## src/rtl/playbus_pkg.sv

```systemverilog
// rtl/playbus_pkg.sv - shared state/opcode types, constants and decode helpers for playbus_sequencer
package playbus_pkg;

    typedef enum logic [2:0] {
        ST_IDLE   = 3'd0,
        ST_SETUP  = 3'd1,
        ST_ACCESS = 3'd2,
        ST_XFER   = 3'd3,
        ST_DONE   = 3'd4
    } state_t;

    // OP_RSVD stands in for every code at or above OP_RESERVED_MIN once captured
    typedef enum logic [2:0] {
        OP_NOP     = 3'd0,
        OP_ROM_LED = 3'd1,
        OP_SW_READ = 3'd2,
        OP_RAM_LED = 3'd3,
        OP_SW_RAM  = 3'd4,
        OP_SW_LED  = 3'd5,
        OP_ROM_RAM = 3'd6,
        OP_RSVD    = 3'd7
    } opcode_t;

    localparam int OP_RESERVED_MIN = 7;
    localparam int MAX_WAIT_STATES = 15;
    localparam int WAIT_CNT_W      = 4;

    // Fold an arbitrary-width opcode into the enum; anything too large becomes OP_RSVD
    function automatic opcode_t to_opcode(input logic [31:0] code);
        if (code >= 32'(OP_RESERVED_MIN)) begin
            return OP_RSVD;
        end
        return opcode_t'(code[2:0]);
    endfunction

    function automatic logic is_transfer(input opcode_t op);
        return (op != OP_NOP) && (op != OP_RSVD);
    endfunction

    function automatic logic src_rom(input opcode_t op);
        return (op == OP_ROM_LED) || (op == OP_ROM_RAM);
    endfunction

    function automatic logic src_ram(input opcode_t op);
        return (op == OP_RAM_LED);
    endfunction

    function automatic logic src_sw(input opcode_t op);
        return (op == OP_SW_READ) || (op == OP_SW_RAM) || (op == OP_SW_LED);
    endfunction

    function automatic logic dst_led(input opcode_t op);
        return (op == OP_ROM_LED) || (op == OP_RAM_LED) || (op == OP_SW_LED);
    endfunction

    function automatic logic dst_ram(input opcode_t op);
        return (op == OP_SW_RAM) || (op == OP_ROM_RAM);
    endfunction

endpackage

```

## src/rtl/wait_counter.sv

```systemverilog
// rtl/wait_counter.sv - loadable wait-state down-counter with zero flag
module wait_counter #(
    parameter int CNT_W = 4
) (
    input  logic             clk,
    input  logic             n_reset,
    input  logic             load,
    input  logic [CNT_W-1:0] load_value,
    input  logic             count_en,
    output logic             zero
);

    logic [CNT_W-1:0] count;

    // Load wins over counting; the count parks at zero rather than wrapping
    always_ff @(posedge clk or negedge n_reset) begin
        if (!n_reset) begin
            count <= '0;
        end else if (load) begin
            count <= load_value;
        end else if (count_en && (count != '0)) begin
            count <= count - CNT_W'(1);
        end
    end

    assign zero = (count == '0);

endmodule

```

## src/rtl/playbus_sequencer.sv

```systemverilog
// rtl/playbus_sequencer.sv - bus transfer sequencer driving source enables and destination strobes
module playbus_sequencer
    import playbus_pkg::*;
#(
    parameter int FUNC_W      = 3,
    parameter int WAIT_STATES = 0,
    parameter int NUM_LED     = 1,
    parameter int SEL_W       = (NUM_LED > 1) ? $clog2(NUM_LED) : 1
) (
    input  logic               clk,
    input  logic               n_reset,
    input  logic               start,
    input  logic [FUNC_W-1:0]  func,
    input  logic [SEL_W-1:0]   led_sel,
    output logic               ROMO,
    output logic               RAMO,
    output logic               SWBEN,
    output logic               RAMW,
    output logic [NUM_LED-1:0] LEDLTCH,
    output logic               busy,
    output logic               done,
    output logic               err
);

    // ACCESS runs WAIT_STATES cycles, so the counter is preloaded with one less
    localparam logic [WAIT_CNT_W-1:0] WAIT_LOAD =
        (WAIT_STATES > 0) ? WAIT_CNT_W'(WAIT_STATES - 1) : '0;

    state_t           state;
    state_t           state_next;
    opcode_t          op_q;
    opcode_t          op_in;
    logic [SEL_W-1:0] sel_q;
    logic [31:0]      sel_ext;
    logic             sel_ok;
    logic             accept;
    logic             wait_load;
    logic             wait_en;
    logic             wait_zero;
    logic             src_phase;
    logic             xfer_phase;

    assign op_in   = to_opcode(32'(func));
    assign accept  = (state == ST_IDLE) && start;
    assign sel_ext = 32'(sel_q);
    assign sel_ok  = (sel_ext < 32'(NUM_LED));

    wait_counter #(
        .CNT_W(WAIT_CNT_W)
    ) u_wait_counter (
        .clk        (clk),
        .n_reset    (n_reset),
        .load       (wait_load),
        .load_value (WAIT_LOAD),
        .count_en   (wait_en),
        .zero       (wait_zero)
    );

    // State register
    always_ff @(posedge clk or negedge n_reset) begin
        if (!n_reset) begin
            state <= ST_IDLE;
        end else begin
            state <= state_next;
        end
    end

    // Capture opcode and LED index once at acceptance so later input changes are ignored
    always_ff @(posedge clk or negedge n_reset) begin
        if (!n_reset) begin
            op_q  <= OP_NOP;
            sel_q <= '0;
        end else if (accept) begin
            op_q  <= op_in;
            sel_q <= led_sel;
        end
    end

    // Next-state and wait-counter control
    always_comb begin
        state_next = state;
        wait_load  = 1'b0;
        wait_en    = 1'b0;
        unique case (state)
            ST_IDLE: begin
                if (start) begin
                    state_next = is_transfer(op_in) ? ST_SETUP : ST_DONE;
                end
            end
            ST_SETUP: begin
                wait_load  = 1'b1;
                state_next = (WAIT_STATES == 0) ? ST_XFER : ST_ACCESS;
            end
            ST_ACCESS: begin
                wait_en = 1'b1;
                if (wait_zero) begin
                    state_next = ST_XFER;
                end
            end
            ST_XFER: begin
                state_next = ST_DONE;
            end
            ST_DONE: begin
                state_next = ST_IDLE;
            end
            default: begin
                state_next = ST_IDLE;
            end
        endcase
    end

    // Output decode from registered state and captured fields only
    always_comb begin
        src_phase  = (state == ST_SETUP) || (state == ST_ACCESS) || (state == ST_XFER);
        xfer_phase = (state == ST_XFER);
        ROMO       = src_phase && src_rom(op_q);
        RAMO       = src_phase && src_ram(op_q);
        SWBEN      = src_phase && src_sw(op_q);
        RAMW       = xfer_phase && dst_ram(op_q);
        LEDLTCH    = '0;
        for (int i = 0; i < NUM_LED; i++) begin
            LEDLTCH[i] = xfer_phase && dst_led(op_q) && (sel_ext == 32'(i));
        end
        busy = (state != ST_IDLE);
        done = (state == ST_DONE);
        err  = (state == ST_DONE) && ((op_q == OP_RSVD) || (dst_led(op_q) && !sel_ok));
    end

endmodule

```

## config.mk

```make
export PLATFORM = sky130hd
export DESIGN_NAME = playbus_sequencer
export DESIGN_NICKNAME = d
export VERILOG_FILES = /design/src/rtl/playbus_pkg.sv /design/src/rtl/wait_counter.sv /design/src/rtl/playbus_sequencer.sv
export SDC_FILE = /design/constraint.sdc
export NUM_CORES = 1
export LEC_CHECK = 0
export BUFFER_PORTS_ARGS = -buffer_cell sky130_fd_sc_hd__buf_2
export CORE_MARGIN = 1.5
export CORE_UTILIZATION = 45
export DETAILED_ROUTE_END_ITERATION = 6
export PLACE_DENSITY = 0.7
export SKIP_LAST_GASP = 1
export SLEW_MARGIN = 20
export SYNTH_ARGS = -nofsm -noshare
export SYNTH_HDL_FRONTEND = slang
export SYNTH_SLANG_ARGS = --single-unit
```

## constraint.sdc

```tcl
create_clock -name clk -period 1.9 [get_ports clk]
set_input_delay 0.19 -clock clk [delete_from_list [all_inputs] [get_ports clk]]
set_output_delay 0.19 -clock clk [all_outputs]
set_load 0.05 [all_outputs]
```

# Yosys cells after proc, flatten, opt, wreduce, memory -nomap -nowiden
# Index checks and enable logic that the tools add are counted.
classes:
  add_sub_neg: 1
  mul: 0
  n_div: 0
  order_cmp: 2
  n_eq_ne: 14
  n_shift: 0
  mux: 11
  bitwise_logic: 0
  reduce_logical: 29
op_table:
  columns: ["op", "count"]
  rows:
  - ["$logic_not A32 Y1", 1]
  - ["$eq A3 B3 Y1 const B", 5]
  - ["$mux W3", 5]
  - ["$eq A3 B2 Y1 const B", 4]
  - ["$pmux W3 S4", 1]
  - ["$logic_and A1 B1 Y1", 11]
  - ["$logic_or A1 B1 Y1", 9]
  - ["$mux W4", 2]
  - ["$eq A3 B1 Y1 const B", 2]
  - ["$reduce_bool A3 Y1", 2]
  - ["$logic_not A4 Y1", 1]
  - ["$reduce_bool A4 Y1", 1]
  - ["$sub A4 B1 Y4 const B", 1]
  - ["$ge A3 B3 Y1 const B", 1]
  - ["$logic_not A3 Y1", 1]
  - ["$mux W1", 3]
  - ["$ne A3 B3 Y1 const B", 1]
  - ["$ne A2 B1 Y1 const B", 1]
  - ["$ne A2 B2 Y1 const B", 1]
  - ["$reduce_and A2 Y1", 1]
  - ["$reduce_bool A2 Y1", 1]
  - ["$logic_not A1 Y1", 1]
  - ["$lt A1 B1 Y1 const B", 1]
word_totals:
  reg_bits: 11
  latch_bits: 0
  ramBits: 0
  romBits: 0
  in_bits: 7
  out_inout_bits: 8
  word_cells: 61
  n_memories: 0

# Logic depth before layout (Yosys ltp)
depth:
  ltp_word: 8
  mapped_depth: 5
  ltp_nobuf: 5

# Cells and area by module
# From an unflattened synthesis, not the netlist that was laid out.
unflattened:
  hier_cells: 72
  hier_area_um2: 709.4
by_module_without_submodules:
  columns: ["mod", "instances", "cells_each", "area_per_inst_um2", "seq_area_each_um2"]
  rows:
  - ["playbus_sequencer", 1, 45, 439.2, 175.2]
  - ["wait_counter", 1, 27, 270.3, 100.1]

# Worst setup path before layout
# OpenSTA, ideal clock, no wires.
synth_timing:
  kind: "reg-to-output"
  start: "register state[2]"
  end: "output RAMW"
  arrival_time_ps: 1910
  required_ps: 1710
  setup_slack_ps: -200
  stages_incl_launch_ff: 4
  path_cell_list: "dfrtp_1 -> buf_4 -> nand3b_1 -> nor3b_1"
synth_between:
  elab_chain_len: 2
synth_rtl:
  columns: ["element", "line_no", "source"]
  rows:
  - ["start, declared", "playbus_sequencer.sv:29", "state_t state;"]
  - ["start signal, assigned", "playbus_sequencer.sv:64", "state <= state_next;"]
  - ["$eq A3 B2 Y1", "playbus_sequencer.sv:115", "xfer_phase = (state == ST_XFER);"]
  - ["$logic_and A1 B1 Y1", "playbus_sequencer.sv:119", "RAMW = xfer_phase && dst_ram(op_q);"]
  - ["end, declared", "playbus_sequencer.sv:18", "output logic RAMW,"]
# No other way between the ends.

# Worst setup path after layout
layout_timing:
  start: "register state[1]"
  end: "output err"
layout_between:
  elab_chain_len: 2
layout_rtl:
  columns: ["element", "line_no", "source"]
  rows:
  - ["$eq A3 B3 Y1", "playbus_sequencer.sv:126", "err = (state == ST_DONE) && ((op_q == OP_RSVD) || (dst_led(op_q) && !sel_ok));"]
  - ["$logic_and A1 B1 Y1", "playbus_sequencer.sv:126", null]
  - ["end, declared", "playbus_sequencer.sv:22", "output logic err"]
# No other way between the ends.

==> out/qor.csv <==
stage,metric,value,unit
setup_path,worst r2r path cells,3,
drt,Starting DRT DRC Count,7,
cells_and_area,total of fill cells in the finished design,128,
drt,routed wire length,1.20,mm
job,max_cap viols,0,
grt,gr ovfl total,0,
logic_synthesis,Synth area leader,dfrtp_1,
floorplan,die width,41.5,um
drt,Initial DRT Pass Iterations,4,
floorplan,site row count,13,
clock_tree,clk root buf,clkbuf_4,
grt,vias in the first global route,465,
timing,period utilization,95.0,%
drt,"antenna viol nets, final",0,
timing,Max transition margin,70.1,%
cells_and_area,Layout Utilization,58.3,%
logic_synthesis,ranking of synthesized cells by area,"dfrtp_1 41%, mux2i_1 6.0%, mux2_2 5.1%",
clock_tree,Clock Sinks,11,
grt,antenna violations before repair,0,
timing,worst slew pin tran,0.445,ns
setup_path,kind of critical path,reg2out,
logic_synthesis,Yosys warning count,0,
cells_and_area,fraction of layout cells with a size suffix above 1,32.9,%
placed_design,dpl cells,92,
grt,largest net degree at the start of global routing,13,
drt,Residual DRC,0,
cells_and_area,most frequent cells in the layout,"14 x buf_2, 11 x dfrtp_1, 6 x nand2_1, 4 x nor3_1, 4 x mux2i_1",
floorplan,core area,1330,um2
logic_synthesis,syn avg cell area,10.1,um2
logic_synthesis,mapped cell area,667,um2
grt,gr usage total,14.8,%
floorplan,# IOs,15,
cells_and_area,Reg area,275,um2
pwr,largest vdd supply drop,0.867,mV
hold_path,HP Class,in2reg,
timing,unrepaired setup endpoints after global routing,no,
cells_and_area,ANT cells,0,
clock_tree,CTS buffer count,3,
cells_and_area,"most common cell after layout, fill and taps aside",buf_2,
clock_tree,CTS clock-pin slew for the worst setup and hold paths,0.08,ns
setup_path,r2r setup slk,0.25,ns
hold_path,WHS Path Cells,2,
logic_synthesis,#FFs+latches synth,11,
logic_synthesis,async set-or-reset flop fraction in the synthesized netlist,100,%
setup_path,RR Startpoint,state[0],
logic_synthesis,Post-synth EDFFs,0,
timing,Post-Route Setup TNS,0,ns
pwr,PD cells,1610,nW/um2
logic_synthesis,Synth Net Count,75,
placed_design,Port-buffer cells,14,
timing,Fin Clk Skew,0.0121,ns
clock_tree,Worst-Skew Late Latency,0.28,ns
setup_path,Reg2Reg Capture Point,u_wait_counter.count[3],
clock_tree,Longest Clk Path Bufs,2,
floorplan,die height,41.5,um
clock_tree,H-tree depth,1,
clock_tree,Post-CTS Setup Repair Bufs,0,
status,outcome,"finished, final reports clean",
timing,Max Freq,554,MHz
logic_synthesis,top-area cell type share of the netlist area,41.3,%
logic_synthesis,Synth cell types,30,
hold_path,Hold Path End,sel_q,
cells_and_area,Area growth syn-to-layout,16.7,%
grt,first-pass GRT wire length,1.93,mm
drt,via/cell ratio,5.48,
setup_path,Worst Path Arrival,1.62,ns
placed_design,HPWL Detailed,904,um
cells_and_area,"Net count, final",92,
cells_and_area,Multi-input gate area,365,um2
timing,crit path time final,1.81,ns
hold_path,Hold Path Origin,led_sel,
clock_tree,CTS tree,done,
setup_path,startpoint types,register,
drt,DR vias,532,
setup_path,CP required,1.71,ns
timing,Final setup viols,0,
drt,Routed wire per std cell,12.4,um
setup_path,Worst Setup End Kind,output port,
timing,Final Max Tran Viols,0,
floorplan,DIE AREA,1720,um2
logic_synthesis,Post-synth top flop,dfrtp_1,
cells_and_area,final std cells w/o fill,97,
logic_synthesis,sequential-to-total area share from yosys stat,41.3,%
pwr,P_leak,0.000352,uW
placed_design,routability cong.,0.762,
floorplan,Starting Density,50.0,%
timing,Hold Fails Final Rpt,0,
logic_synthesis,cell count after synthesis,66,
setup_path,Worst Path Max Fanout,10,
==> report_power, final <==
group / internal [uW] / switching (uW) / total (uW)
clock: 78.2 / 86.0 / 164
sequential: 311 / 169 / 480
combinational: 223 / 384 / 607
==> critical path, cell delays in order, from the launching register on <==
cell and delay (ns):
dfrtp_1 0.51, nor2_2 0.24, and2_1 0.16, and3b_2 0.16
buf_2 0.25
==> per-stage QoR <==
stage               hold WS [ns]  power (uW)  setup WS [ns]  cell area [um2]
floorplan                 -0.106         992       0.000475              673
global placement          0.0755        1080          0.304              738
detailed placement        0.0790        1080          0.275              738
CTS                        0.129        1260         0.0668              778
global route               0.137        1330         0.0241              778
finish                     0.136        1250         0.0950              778
==> worst max path at each step <==
| stage | from | endpoint | slack [ns] | cells after the start |
|---|---|---|---|---|
| 2_1_floorplan | op_q[0] | ROMO | 0.0005 | 3 |
| 3_3_place_gp | state[1] | err | 0.30 | 4 |
| 3_5_place_dp | state[0] | u_wait_counter.count[3] | 0.28 | 3 |
| 4_1_cts | state[1] | err | 0.07 | 4 |
| 5_1_grt | state[1] | err | 0.02 | 4 |
| 6_report | state[1] | err | 0.09 | 4 |
==> area by class of cell <==
class | count | share of cell area (%)
Clock inverter | 1 | 0.643
Clock buffer | 3 | 2.89
Sequential cell | 11 | 35.4
Tap cell | 15 | 2.41
Timing Repair Buffer | 15 | 10.3
Inverter | 3 | 1.45
Multi-Input combinational cell | 49 | 46.9
==> per-layer routing <==
layer  routed length [um]  share of wire, %  vias up  GRT usage (%)
met5                    0                 0        -              0
met4                   26               2.2        0           9.03
li1                     -                 -      273              -
met1                  620                52      245           18.5
met3                   63               5.2        2           5.22
met2                  492                41       12           21.6
==> repair_timing <==
item / in CTS / in global routing
hold buffers: 1 / 0
setup endpoints to repair: 1 / 0
endpoints found under the hold margin: 11 / 0
resized for setup: 1 / 0
==> synthesized netlist by cell type (2+ instances only) <==
cell       n
dfrtp_1   11
nand2_1    6
mux2i_1    4
nor2_1     4
nor3_1     4
inv_1      3
mux2_2     3
nand3_1    3
ha_1       2
nand3b_1   2
nor3b_1    2
o21ai_0    2
or3_1      2
or4_1      2
==> registers in the layout, indices dropped and copies added (netlist names) <==
name                  count
u_wait_counter.count      4
state                     3
op_q                      3
sel_q                     1
==> kinds of logic (layout without fill, tap and decap cells) <==
logic type                 after synthesis  count (layout)  share of synthesized area, %
AOI/OAI and AO/OA                        7               7                          7.50
xor gates and xnor gates                 1               1                          1.31
adders and majority gates                2               2                          3.75
muxes                                    7               7                          11.1
buffers and inverters                    6              22                          5.25
and+or+nand+nor                         32              32                          29.8
DFF                                     11              11                          41.3
Note: power is estimated with default switching activity, not from simulation.
